### src/rtl/l0_skew_feeder_if.sv
// Bus bundle for the L0 skew feeder: push/pop controls, lane data out, occupancy flags.
interface l0_skew_feeder_if #(
  parameter int row = 8,
  parameter int bw  = 4
);
  logic                wr;
  logic [row*bw-1:0]   in;
  logic                rd;
  logic [row*bw-1:0]   out;
  logic [row-1:0]      o_valid;
  logic                o_full;
  logic                o_ready;
  logic                o_empty;

  modport master (
    output wr, in, rd,
    input  out, o_valid, o_full, o_ready, o_empty
  );

  modport slave (
    input  wr, in, rd,
    output out, o_valid, o_full, o_ready, o_empty
  );
endinterface

### src/rtl/l0_skew_feeder.sv
// Lane-parallel activation FIFOs whose pops are diagonally skewed so lane k
// reaches row k of the MAC array k cycles after lane 0.
module l0_skew_feeder #(
  parameter int row   = 8,
  parameter int bw    = 4,
  parameter int depth = 64
) (
  input  logic              clk,
  input  logic              reset,
  l0_skew_feeder_if.slave   bus
);

  localparam int AW = $clog2(depth);
  typedef logic [AW:0] ptr_t;

  logic [bw-1:0]     mem_q [row][depth];
  ptr_t              wptr_q, wptr_d;
  ptr_t              rptr_q [row];
  ptr_t              rptr_d [row];
  logic [row-2:0]    sk_q, sk_d;
  logic [row*bw-1:0] out_q, out_d;
  logic [row-1:0]    vld_q, vld_d;

  logic              full, empty, push, pop0;
  logic [row-1:0]    pop;
  ptr_t              occ_last;

  // Lane row-1 trails every other lane, so it alone decides fullness.
  always_comb begin
    occ_last = wptr_q - rptr_q[row-1];
    full     = (occ_last == ptr_t'(depth));
    empty    = (wptr_q == rptr_q[0]);
    push     = bus.wr & ~full;
    pop0     = bus.rd & ~empty;
    pop      = {sk_q, pop0};
  end

  always_comb begin
    wptr_d = push ? wptr_q + ptr_t'(1) : wptr_q;
    sk_d    = '0;
    sk_d[0] = pop0;
    for (int k = 1; k < row - 1; k++) begin
      sk_d[k] = sk_q[k-1];
    end
    out_d = out_q;
    vld_d = pop;
    for (int k = 0; k < row; k++) begin
      rptr_d[k] = rptr_q[k];
      if (pop[k]) begin
        out_d[k*bw +: bw] = mem_q[k][rptr_q[k][AW-1:0]];
        rptr_d[k]         = rptr_q[k] + ptr_t'(1);
      end
    end
  end

  always_ff @(posedge clk or negedge reset) begin
    if (!reset) begin
      wptr_q <= '0;
      sk_q   <= '0;
      out_q  <= '0;
      vld_q  <= '0;
      for (int k = 0; k < row; k++) begin
        rptr_q[k] <= '0;
      end
    end else begin
      wptr_q <= wptr_d;
      sk_q   <= sk_d;
      out_q  <= out_d;
      vld_q  <= vld_d;
      for (int k = 0; k < row; k++) begin
        rptr_q[k] <= rptr_d[k];
      end
    end
  end

  // Storage carries no reset; pointers alone define which entries are live.
  always_ff @(posedge clk) begin
    if (push) begin
      for (int k = 0; k < row; k++) begin
        mem_q[k][wptr_q[AW-1:0]] <= bus.in[k*bw +: bw];
      end
    end
  end

  assign bus.out     = out_q;
  assign bus.o_valid = vld_q;
  assign bus.o_full  = full;
  assign bus.o_ready = ~full;
  assign bus.o_empty = empty;

endmodule

### src/flat_wrapper.sv
// flat-port wrapper written by rule: the top's interface ports become plain ports
module l0_skew_feeder_flat 
#(
  parameter int row   = 8,
  parameter int bw    = 4,
  parameter int depth = 64
)
  (clk, reset, bus_wr, bus_in, bus_rd, bus_out, bus_o_valid, bus_o_full, bus_o_ready, bus_o_empty);
  l0_skew_feeder_if #(.row(row), .bw(bw)) bus_i ();
  input  logic clk;
  input  logic reset;
  input wire logic [$bits(bus_i.wr)-1:0] bus_wr;
  input wire logic [$bits(bus_i.in)-1:0] bus_in;
  input wire logic [$bits(bus_i.rd)-1:0] bus_rd;
  output wire logic [$bits(bus_i.out)-1:0] bus_out;
  output wire logic [$bits(bus_i.o_valid)-1:0] bus_o_valid;
  output wire logic [$bits(bus_i.o_full)-1:0] bus_o_full;
  output wire logic [$bits(bus_i.o_ready)-1:0] bus_o_ready;
  output wire logic [$bits(bus_i.o_empty)-1:0] bus_o_empty;
  assign bus_i.wr = bus_wr;
  assign bus_i.in = bus_in;
  assign bus_i.rd = bus_rd;
  assign bus_out = bus_i.out;
  assign bus_o_valid = bus_i.o_valid;
  assign bus_o_full = bus_i.o_full;
  assign bus_o_ready = bus_i.o_ready;
  assign bus_o_empty = bus_i.o_empty;
  l0_skew_feeder #(.row(row), .bw(bw), .depth(depth)) u_core (.clk(clk), .reset(reset), .bus(bus_i));
endmodule
### config.mk
export PLATFORM = sky130hd
export DESIGN_NAME = l0_skew_feeder_flat
export DESIGN_NICKNAME = d
export VERILOG_FILES = /design/src/rtl/l0_skew_feeder_if.sv /design/src/rtl/l0_skew_feeder.sv /design/src/flat_wrapper.sv
export SDC_FILE = /design/constraint.sdc
export NUM_CORES = 2
export LEC_CHECK = 0
export ABC_AREA = 0
export BUFFER_PORTS_ARGS = -buffer_cell sky130_fd_sc_hd__buf_2
export CORE_UTILIZATION = 55
export CTS_CLUSTER_DIAMETER = 30
export DETAILED_ROUTE_END_ITERATION = 10
export PLACE_DENSITY = 0.73
export SYNTH_ARGS = -nofsm -noshare
export SYNTH_HDL_FRONTEND = slang
export SYNTH_SLANG_ARGS = --single-unit
### constraint.sdc
create_clock -name clk -period 10.5 [get_ports clk]
set_clock_uncertainty 0.1 [all_clocks]
set_input_delay 1.575 -clock clk [delete_from_list [all_inputs] [get_ports clk]]
set_output_delay 1.575 -clock clk [all_outputs]
set_load 0.02 [all_outputs]
==> reports/metrics.yaml <==
cpLargestDelayFamily: "compound AO/OA/AOI/OAI gates"
die_h_um: 389.2
dp_slack_ns: 5.578
status: "finished, final reports clean"
cts_hold_buf: 0
power_frac_clock: 0.418
synth_compound_area_frac: 0.02868
port_buffers: 78
slowest_delay_ns: 0.87
setup_viol: 0
viasPerCell: 6.829
p_leak_nw: 32.27
async_flop_share: 0.04522
post-synth-top-count-cell: "edfxtp_1"
path_clk_slew_ns: 0.05
path_buf_inv: 3
synth.distinct_cells: 59
max-vdd-ir-drop_mv: 0.1581
grt_pass1_wl_mm: 325.6
drt_iter0_markers: 6329
detailed_place_hpwl_mm: 122.7
clockBufferDepth: 4
yosys.area.top_type: "edfxtp_1"
synth_top_family_by_area: "multiplexers"
post-route-period-util: 0.5660
remaining_drc_errors: 0
seq_area_frac_synth: 0.7754
grt.overflow.total: 0
rows: 141
synth-main-ff-cell: "edfxtp_1"
period_minus_slack_ns: 5.943
initial_core_util: 0.5563
cts_sinks: 2145
vias: 43630
cp_data_required_time_ns: 8.83
grt_usage: 0.3075
maxCapViolCount: 0
crit_slowest_cell: "dfrtp_1"
placed_area_sq_um: 85710
wl_per_cell_um: 36.03
cp_cell_sequence: "inv_1 > ha_1 > a2111oi_0 > o221ai_1 > or2_2 > inv_1 > buf_2"
slew_viol_final: 0
rsz0062_at_grt: "false"
grt_start_max_net_pins: 65
tightest_slew_ns: 1.398
synth_xor_xnor_area_share: 0.005949
cts_made_buffers: 375
coreArea_sq_um: 148200
antenna_found_initial: 4
p_comb_frac: 0.217
die_w_um: 389.2
setup_tns_ns: 0
regArea_sq_um: 63970
ys_ff_latch: 2145
ant_nets: 0
drive_gt1_frac: 0.3170
multi_input_comb_area_sq_um: 17950
p_int_mw: 20.60
max_slew_margin: 0.06625
synth_top_cell_area_share: 0.7460
post_cts_resized: 0
routabilityCongestion: 0.8787
swShare: 0.3022
wl_mm: 230.2
finalInstanceArea_sq_um: 98560
cts_tree: "done"
syn2layout_area_growth_pct: 19.55
p_seq_frac: 0.365
fill_cells: 8889
crit_path_max_fanout: 19
hold_class: "flip-flop to flip-flop"
fmax_mhz: 168.3
drt_pass1_iterations: 8
syn_area_sq_um: 82440
synth_edf_count: 2048
worst_slack_ns: 4.557
synthTopCellsByCount: "edfxtp_1, mux4_2, nor2_1"
htree_levels: 5
dieArea_sq_um: 151400
boundaryPins: 79
setup.worst_path.class: "flip-flop to output pin"
p_switching_mw: 8.924
clkLatencyLatePin_ns: 0.95
ys_warn_count: 0
synthSimpleGateAreaFrac: 0.02374
postSynthCellCount: 3775
layout.nets: 4210
crit_path_start_kind: "flip-flop"
synthAdderAreaFrac: 0.002276
cts_root_buf: "clkbuf_16"
endpoint_kind: "output pin"
cts_setup_buffers: 0
crit_path_frequent_cell: "inv_1"
finalPower_mw: 29.53
synthesis.nets: 3826
avgSynthCellArea_sq_um: 21.84
hold_viol_final: 0
yosys-top-cells-area: "edfxtp_1, mux4_2, dfrtp_1"
synth.mux.area_fraction: 0.1513
grt_pass1_vias: 44430
arrival_ns: 4.27
p_per_area_nw_per_um2: 299.6
[metal layers]
layer	vias to the layer above	routed length [um]	GRT usage	part of all wire
met1	22770	80350	0.4002	0.35
met3	599	25930	0.07380	0.11
met2	3455	111400	0.4871	0.48
met4	2	12570	0.1590	0.055
met5	-	13	0	0.000056
li1	16810	-	-	-
[metrics by stage]
stage	hold WS [ns]	util	std cells
5_1_grt	0.4225	0.6651	6387
4_1_cts	0.4124	0.6651	6387
3_5_place_dp	0.3821	0.5784	5712
2_1_floorplan	0.3607	-	3775
6_report	0.4109	0.6651	6389
3_3_place_gp	0.3761	0.5784	5712
[registers in the layout, indices dropped and copies added (netlist names)]
signal / count
u_core.rptr_q: 50
u_core.wptr_q: 7
u_core.sk_q: 6
u_core.bus.out: 32
u_core.mem_q: 2048
u_core.bus.o_valid: 2
[path summary, 6_finish.rpt]
check,from,to,slack (ns),depth (start not counted)
min in group asynchronous,reset,u_core.sk_q[1],0.58,1
min reg2reg,u_core.rptr_q[6],u_core.rptr_q[6],0.41,1
min,u_core.rptr_q[6],u_core.rptr_q[6],0.41,1
max in group asynchronous,reset,u_core.rptr_q[21],8.33,2
max reg2reg,u_core.rptr_q[2],u_core.mem_q[0][289],5.47,7
max,u_core.rptr_q[2],bus_o_full,4.56,7
[logic make-up after synthesis]
kind of cell             count (synthesis)
AO/OA/AOI/OAI                          319
XOR/XNOR                                56
adder cells (fa/ha/maj)                 15
buffers and inverters                  210
flip-flops                            2145
multiplexers                           626
AND/OR/NAND/NOR                        404
[power by group through the flow]
stage	Combinational (mW)	Clock (mW)	Sequential, mW
2_1_floorplan	4.54	0	10.2
6_report	6.41	12.4	10.8
4_1_cts	6.35	12.4	10.8
5_1_grt	6.61	12.8	10.8
3_3_place_gp	6.13	0	10.9
3_5_place_dp	6.19	0	10.9
[final cells by class]
cell class	count	share of cell area
clock buffers	426	0.09967
clock inverters	249	0.03066
inverters	18	0.0006855
diodes	2	0.00005078
multi-input cells	1420	0.1822
well taps	1930	0.02450
flip-flops and latches	2145	0.6490
repair buffers	199	0.01324
[layout by cell type (no fill, tap or decap), drive strengths merged, types with 11 or more instances in the layout]
cell,synthesis,final
a211oi,20,20
a21oi,27,27
a222oi,16,16
a22o,29,29
a22oi,82,82
a31oi,13,13
and2,11,11
buf,107,199
bufinv,0,50
clkbuf,85,426
clkinv,0,101
clkinvlp,0,43
dfrtp,97,97
edfxtp,2048,2048
ha,15,15
inv,18,73
mux2,31,31
mux2i,105,105
mux4,490,490
nand2,101,101
nand3,41,41
nand3b,13,13
nand4,16,16
nor2,111,111
nor2b,60,60
nor3,14,14
o211ai,32,32
o21ai,30,30
o22ai,19,19
xnor2,37,37
xor2,19,19
No activity file was read; power rests on OpenSTA's default activity.
